$ cat src/rtl/obstacle_one_ctrl.sv
//==============================================================================
// Module      : obstacle_one_ctrl
// Description : Per-frame motion, respawn, animation and collision-freeze
//               controller for one 16x16 obstacle sprite, with MMIO registers.
// Revision    : 1.0 - initial release
//==============================================================================
`default_nettype none

module obstacle_one_ctrl #(
  parameter int H_SCREEN       = 640,
  parameter int Y_MIN          = 400,
  parameter int Y_SPAN_BITS    = 6,
  parameter int RESPAWN_FRAMES = 30,
  parameter int ANI_DIV        = 8
) (
  input  logic        clk,
  input  logic        reset,
  input  logic        cs,
  input  logic        write,
  input  logic        read,
  input  logic [1:0]  addr,
  input  logic [31:0] wr_data,
  output logic [31:0] rd_data,
  input  logic        frame_tick,
  input  logic        hit,
  output logic [10:0] x0,
  output logic [10:0] y0,
  output logic [4:0]  ctrl
);

  typedef enum logic [1:0] {
    S_IDLE    = 2'd0,
    S_RESPAWN = 2'd1,
    S_RUN     = 2'd2,
    S_HIT     = 2'd3
  } state_t;

  localparam logic [10:0] c_x_hidden = 11'h7FF;
  localparam logic [10:0] c_x_spawn  = 11'(H_SCREEN);
  localparam logic [10:0] c_y_min    = 11'(Y_MIN);
  localparam logic [7:0]  c_rsp_last = 8'(RESPAWN_FRAMES - 1);
  localparam logic [6:0]  c_ani_last = 7'(ANI_DIV - 1);

  state_t      r_state, w_state_nxt;
  logic [7:0]  r_ctrl;
  logic [15:0] r_pass_cnt, w_pass_nxt;
  logic        r_hit_flag, w_hit_flag_nxt;
  logic [15:0] r_lfsr;
  logic [7:0]  r_rcnt, w_rcnt_nxt;
  logic [6:0]  r_ani, w_ani_nxt;
  logic [10:0] r_x0, w_x0_nxt;
  logic [10:0] r_y0, w_y0_nxt;
  logic [1:0]  r_sid, w_sid_nxt;

  logic        w_en, w_auto, w_wr_ctrl, w_wr_clr, w_fb;
  logic [10:0] w_speed, w_y_off;
  logic        w_unused;

  assign w_en      = r_ctrl[0];
  assign w_auto    = r_ctrl[7];
  assign w_speed   = {7'd0, r_ctrl[4:1]};
  assign w_wr_ctrl = cs & write & (addr == 2'd0);
  assign w_wr_clr  = cs & write & (addr == 2'd2);
  assign w_fb      = r_lfsr[15] ^ r_lfsr[13] ^ r_lfsr[12] ^ r_lfsr[10];
  assign w_y_off   = 11'(r_lfsr[Y_SPAN_BITS-1:0]);
  assign w_unused  = &{1'b0, read, wr_data[31:8]};

  always_ff @(posedge clk or posedge reset) begin
    if (reset) begin
      r_state    <= S_IDLE;
      r_ctrl     <= 8'd0;
      r_pass_cnt <= 16'd0;
      r_hit_flag <= 1'b0;
      r_lfsr     <= 16'hACE1;
      r_rcnt     <= 8'd0;
      r_ani      <= 7'd0;
      r_x0       <= c_x_hidden;
      r_y0       <= c_y_min;
      r_sid      <= 2'd0;
    end else begin
      r_state    <= w_state_nxt;
      r_pass_cnt <= w_pass_nxt;
      r_hit_flag <= w_hit_flag_nxt;
      r_lfsr     <= {r_lfsr[14:0], w_fb};
      r_rcnt     <= w_rcnt_nxt;
      r_ani      <= w_ani_nxt;
      r_x0       <= w_x0_nxt;
      r_y0       <= w_y0_nxt;
      r_sid      <= w_sid_nxt;
      if (w_wr_ctrl) r_ctrl <= wr_data[7:0];
    end
  end

  always_comb begin
    w_state_nxt    = r_state;
    w_pass_nxt     = r_pass_cnt;
    w_hit_flag_nxt = r_hit_flag;
    w_rcnt_nxt     = r_rcnt;
    w_ani_nxt      = r_ani;
    w_x0_nxt       = r_x0;
    w_y0_nxt       = r_y0;
    w_sid_nxt      = r_sid;

    case (r_state)
      S_IDLE: begin
        w_x0_nxt = c_x_hidden;
        if (w_en) begin
          w_state_nxt = S_RESPAWN;
          w_rcnt_nxt  = 8'd0;
        end
      end
      S_RESPAWN: begin
        if (frame_tick) begin
          if (r_rcnt == c_rsp_last) begin
            w_x0_nxt    = c_x_spawn;
            w_y0_nxt    = c_y_min + w_y_off;
            w_sid_nxt   = 2'd0;
            w_ani_nxt   = 7'd0;
            w_state_nxt = S_RUN;
          end else begin
            w_rcnt_nxt = r_rcnt + 8'd1;
          end
        end
      end
      S_RUN: begin
        // A collision in the same cycle as a tick suppresses the move.
        if (hit) begin
          w_state_nxt    = S_HIT;
          w_hit_flag_nxt = 1'b1;
        end else if (frame_tick) begin
          if (r_x0 < w_speed) begin
            w_x0_nxt    = c_x_hidden;
            w_state_nxt = S_RESPAWN;
            w_rcnt_nxt  = 8'd0;
            if (r_pass_cnt != 16'hFFFF) w_pass_nxt = r_pass_cnt + 16'd1;
          end else begin
            w_x0_nxt = r_x0 - w_speed;
          end
          if (w_auto) begin
            if (r_ani == c_ani_last) begin
              w_ani_nxt = 7'd0;
              w_sid_nxt = r_sid + 2'd1;
            end else begin
              w_ani_nxt = r_ani + 7'd1;
            end
          end
        end
      end
      S_HIT: begin
        if (w_wr_clr) w_state_nxt = S_RUN;
      end
      default: w_state_nxt = S_IDLE;
    endcase

    if (w_wr_clr) begin
      w_hit_flag_nxt = 1'b0;
      if (wr_data[0]) w_pass_nxt = 16'd0;
    end

    // Disable overrides every other transition.
    if (!w_en) begin
      w_state_nxt = S_IDLE;
      w_x0_nxt    = c_x_hidden;
    end
  end

  always_comb begin
    rd_data = 32'd0;
    case (addr)
      2'd0: rd_data = {24'd0, r_ctrl};
      2'd1: rd_data = {13'd0, r_hit_flag, r_state, r_pass_cnt};
      2'd3: rd_data = {10'd0, r_y0, r_x0};
      default: rd_data = 32'd0;
    endcase
  end

  assign x0   = r_x0;
  assign y0   = r_y0;
  assign ctrl = {r_ctrl[6:5], r_ctrl[7], r_sid};

endmodule

`default_nettype wire

$ cat config.mk
export PLATFORM = sky130hd
export DESIGN_NAME = obstacle_one_ctrl
export DESIGN_NICKNAME = d
export VERILOG_FILES = /design/src/rtl/obstacle_one_ctrl.sv
export SDC_FILE = /design/constraint.sdc
export NUM_CORES = 1
export LEC_CHECK = 0
export BUFFER_PORTS_ARGS = -buffer_cell sky130_fd_sc_hd__buf_2
export CAP_MARGIN = 40
export CORE_MARGIN = 2
export CORE_UTILIZATION = 59
export CTS_CLUSTER_DIAMETER = 50
export DETAILED_ROUTE_END_ITERATION = 8
export GPL_TIMING_DRIVEN = 0
export PLACE_DENSITY = 0.85
export SYNTH_ARGS = -nofsm -noshare
export SYNTH_HDL_FRONTEND = slang
export SYNTH_SLANG_ARGS = --single-unit
$ cat constraint.sdc
create_clock -name clk -period 7.25 [get_ports clk]
set_input_delay 0.3625 -clock clk [delete_from_list [all_inputs] [get_ports clk]]
set_output_delay 0.3625 -clock clk [all_outputs]
set_load 0.02 [all_outputs]
Word-level counts from Yosys, hierarchy flattened
Cells that the tools add are included.

storage, ports and cells
  bits in registers = 82
  input port bits = 41
  output and inout port bits = 59
  word-level logic and storage cells = 109

operators by class
  add/sub/neg operators = 6
  magnitude comparators = 1
  eq/ne operators = 26
  muxes and demuxes = 47
  bitwise operators = 6
  reduce and logical (&&, ||, !) cells = 13

operators by type and width
  cell                                                              count
  16-bit 2-to-1 mux                                                 7
  11-bit 2-to-1 mux                                                 6
  22-bit case mux with 3 select lines                               1
  8-bit 2-to-1 mux                                                  6
  7-bit 2-to-1 mux                                                  6
  11-bit case mux with 3 select lines                               1
  2-bit 2-to-1 mux                                                  13
  8-bit case mux with 3 select lines                                1
  2-bit inequality test (second input constant)                     9
  16-bit by 1-bit adder with 16-bit output (second input constant)  1
  16-bit inequality test (second input constant)                    1
  3-bit inequality test (second input constant)                     5
  7-bit case mux with 2 select lines                                1
  7-bit AND reduction                                               2
  11-bit by 4-bit less-than comparator with 1-bit output            1
  11-bit by 4-bit subtractor with 11-bit output                     1
  9-bit by 6-bit adder with 10-bit output (first input constant)    1
  5-bit AND reduction                                               2
  8-bit by 1-bit adder with 8-bit output (second input constant)    1
  2-bit == test (second input constant)                             4
  8-bit by 5-bit == test with 1-bit output (second input constant)  1
  4-bit inequality test (second input constant)                     2
  2-bit case mux with 4 select lines                                1
  7-bit by 1-bit adder with 7-bit output (second input constant)    1
  other kinds (14)                                                  24

Depth between registers and ports, before layout
  word-level depth = 8
  mapped depth = 9
  gate-level depth less buffers = 8

Worst setup path before layout
Ideal clock, no wire load.

  kind = flip-flop to flip-flop
  start point = register r_x0[2], in the netlist x0[2]
  end point = register r_pass_cnt[8]
  setup time = 119 ps
  data arrival time = 2,308 ps
  data required time = 7,131 ps
  path slack = 4,823 ps
  stages on the path, launching flop included = 8
  buffers on the path = 1
  period minus slack after synthesis = 2,427 ps
  path through = dfstp_2 > ha_1 > o21a_1 > a21boi_1 > or3_1 > buf_2 > o31a_1 > o21a_1

on the way
  cells in the longest elaborated chain, start to end = 7

RTL lines
  element                                                     line  source
  start, declared                                             51    logic [10:0] r_x0, w_x0_nxt;
  start signal, assigned                                      77    r_x0 <= c_x_hidden;
  start signal, assigned                                      87    r_x0 <= w_x0_nxt;
  11-bit by 4-bit less-than comparator with 1-bit output (*)  131   if (r_x0 < w_speed) begin
  16-bit 2-to-1 mux (*)                                       131
  16-bit 2-to-1 mux (*)                                       130   end else if (frame_tick) begin
  16-bit 2-to-1 mux (*)                                       127   if (hit) begin
  16-bit 2-to-1 mux (*)                                       104   case (r_state)
  16-bit 2-to-1 mux                                           157   if (wr_data[0]) w_pass_nxt = 16'd0;
  16-bit 2-to-1 mux (*)                                       155   if (w_wr_clr) begin
  via w_pass_nxt[8]                                           46    logic [15:0] r_pass_cnt, w_pass_nxt;
  end signal, assigned                                        82    r_pass_cnt <= w_pass_nxt;
  end, declared                                               46

The timed path passes the listed nets; every way through them passes the cells marked *.
A chain may end at the register's enable or synchronous reset.

Worst setup path in the final report
  start point = register r_x0[2], in the netlist x0[2]
  end point = register r_pass_cnt[14]

The elaborated chain is that of the path after synthesis.

==> impl_metrics.env <==
export IMPL_total_power_mw=1.19
export IMPL_ys_types=67
export IMPL_setup_viol=0
export IMPL_postRouteAntennaNets=0
export IMPL_tns_ns=0
export IMPL_syn_instance_count=475
export IMPL_yosysMostFrequentCell="dfrtp_1"
export IMPL_antenna_diode_count=0
export IMPL_synth_top_area_frac=0.318
export IMPL_finalWirelength_um=11200
export IMPL_met1Wirelength_um=4420
export IMPL_cp_end_kind="register"
export IMPL_min_path_type="primary input to register"
export IMPL_clock_sinks=78
export IMPL_synthTopCellsByArea="dfrtp_1 (32%), dfstp_2 (12%), mux2i_1 (4.6%)"
export IMPL_dp_hpwl_um=8230
export IMPL_slew_headroom=0.414
export IMPL_cts_hold_buf=1
export IMPL_r2r_slack_ns=4.55
export IMPL_post_place_ws_ns=4.65
export IMPL_htree_levels=3
export IMPL_worstReg2RegEnd="r_pass_cnt[14]$_DFF_PP0_"
export IMPL_overflow=0
export IMPL_cts_root_buffer="clkbuf_8"
export IMPL_cts_tree="done"
export IMPL_drv_cap=0
export IMPL_slew_violations=0
export IMPL_synth_area_per_cell_um2=9.61
export IMPL_areaGrowthSynthToFinish_pct=15.2
export IMPL_fin_nets=614
export IMPL_dr_wl_met3_um=823
export IMPL_clk_latency_ns=0.36
export IMPL_placed_area_um2=5060
export IMPL_ys_seq_area_frac=0.433
export IMPL_highest_layer="met4"
export IMPL_final_hold_viol_count=0
export IMPL_synth_edff_count=0
export IMPL_status="finished clean"
export IMPL_drtIter0Drc=323
export IMPL_netlist_area_um2=4560
export IMPL_numCtsBuffers=9
export IMPL_cp_max_fo=10
export IMPL_ys_top_cells_by_count="dfrtp_1 (58), nand2_1 (41), o21ai_0 (28)"
export IMPL_critPathArrivalTime_ns=2.97
export IMPL_skew_ns=0.00633
export IMPL_wl_met2_um=5780
export IMPL_dieArea_um2=8450
export IMPL_ir_drop_uv=122
export IMPL_grt_max_degree=55
export IMPL_synth_top_flop_cell="dfrtp_1"
export IMPL_cts_resized=0
export IMPL_finalInstanceArea_um2=5260
export IMPL_ys_ff_latch=78
export IMPL_portBuffers=57
export IMPL_first_pass_iters=5
export IMPL_rr_worst_depth=6
export IMPL_drive_above_1_share=0.254
export IMPL_synth_top_area_cell="dfrtp_1"
export IMPL_finalCritPeriodShare=0.372
export IMPL_worst_slack_ns=4.55
export IMPL_die_w_um=91.9
export IMPL_critical_path_required_ns=7.52
export IMPL_hold_path_endpoint="r_ctrl[3]$_DFFE_PP0P_"
export IMPL_first_global_vias=3778
export IMPL_routed_via_count=4013
export IMPL_min_period_ns=2.70
export IMPL_die_y_um=91.9
export IMPL_grt_pass1_wl_um=18500
export IMPL_start_kind="register"
export IMPL_ys_warn_count=0
export IMPL_via_per_inst=6.03
export IMPL_antenna_found_initial=0
export IMPL_post_cts_repair_setup_buffers=0
export IMPL_leakagePower_nw=2.37
export IMPL_critPathKind="register to register"
export IMPL_tightest_slew_ns=0.872
export IMPL_synthArstFlopShare=1.00
export IMPL_rr_startpoint="x0[2]$_DFFE_PP1P_"
export IMPL_rows=32
export IMPL_fmax_ghz=0.370
export IMPL_start_util=0.600
export IMPL_pin_count=100
export IMPL_clockBufferDepth=2
export IMPL_cellPowerDensity_nw_per_um2=226
export IMPL_routedWlPerCell_um=16.9
export IMPL_track_usage=0.277
export IMPL_worstHoldStart="wr_data[3]"
export IMPL_place_gp_congestion=0.921
export IMPL_coreArea_um2=7610
export IMPL_clk_pin_slew_ns=0.09
export IMPL_hold_slack_ns=0.200
export IMPL_rsz0062_at_grt="no"
export IMPL_hold_depth=3
export IMPL_drc=0
[critical path: stages (launching register included)]
cell and delay, ns:
dfstp_2 0.58, ha_1 0.29, o21a_1 0.21, a21boi_1 0.25, nor3_1 0.79, a41oi_1 0.21
a211oi_1 0.27
[per-layer routing]
metal | GRT usage | vias to the layer above
met5 | 0 | -
met4 | 0.107 | 0
met3 | 0.0419 | 26
met2 | 0.482 | 190
met1 | 0.348 | 1921
li1 | - | 1876
[stage by stage]
stage | util | instances
CTS | 0.691 | 666
global placement | 0.661 | 648
finish | 0.691 | 666
global route | 0.691 | 666
floorplan | - | 489
detailed placement | 0.665 | 649
[registers in the layout, indices dropped and copies added, names as in the netlist]
name and flops:
r_lfsr 16, r_pass_cnt 16, x0 11, r_ctrl 8
r_rcnt 8, r_ani 7, y0 7, r_sid 2
r_state 2, r_hit_flag 1
[worst max path at each step]
stage	from	to	cells after the start
floorplan	x0[2]$_DFFE_PP1P_	r_pass_cnt[8]$_DFF_PP0_	7
global placement	reset	r_ani[2]$_DFFE_PP0P_	2
global route	r_ctrl[4]$_DFFE_PP0P_	r_pass_cnt[14]$_DFF_PP0_	7
detailed placement	x0[2]$_DFFE_PP1P_	r_pass_cnt[14]$_DFF_PP0_	6
finish	x0[2]$_DFFE_PP1P_	r_pass_cnt[14]$_DFF_PP0_	6
CTS	x0[2]$_DFFE_PP1P_	r_pass_cnt[14]$_DFF_PP0_	6
[area by class of cell]
cell class,instances,area (um2)
Tap cell,102,128
Buffer,37,216
Clock buffer,9,124
Inverter,19,73.8
Sequential cell,78,1980
Fill cell,595,2350
Timing Repair Buffer,59,323
Multi-Input combinational cell,355,2350
Clock inverter,7,63.8
[cells by family (layout without fill, tap and decap cells)]
group,Yosys count,count (layout),synth area share
AND/OR/NAND/NOR,170,170,0.206
flip-flops,78,78,0.433
buffers and inverters,56,131,0.0631
AO/OA/AOI/OAI,117,117,0.171
other,2,16,0.00165
adder cells (fa/ha/maj),14,14,0.0400
XOR/XNOR,6,6,0.0115
multiplexers,32,32,0.0732
[layout by cell type, fill, tap and decap left out, types with 8 or more instances in the layout]
master and instances:
a21oi_1 24, a31oi_1 8, buf_2 59, buf_4 20, clkbuf_1 13, clkbuf_8 9
conb_1 16, dfrtp_1 58, dfstp_2 20, ha_1 13, inv_1 18, mux2_2 11
mux2i_1 21, nand2_1 41, nand3_1 23, nor2_1 20, nor2b_1 16, nor3_1 9
o21ai_0 28, or4_1 8
[power by group]
part / internal, mW / total (mW) / switching [mW]
clock: 0.132 / 0.315 / 0.183
sequential: 0.477 / 0.526 / 0.0493
combinational: 0.129 / 0.349 / 0.221
(Power assumes the default switching activity.)
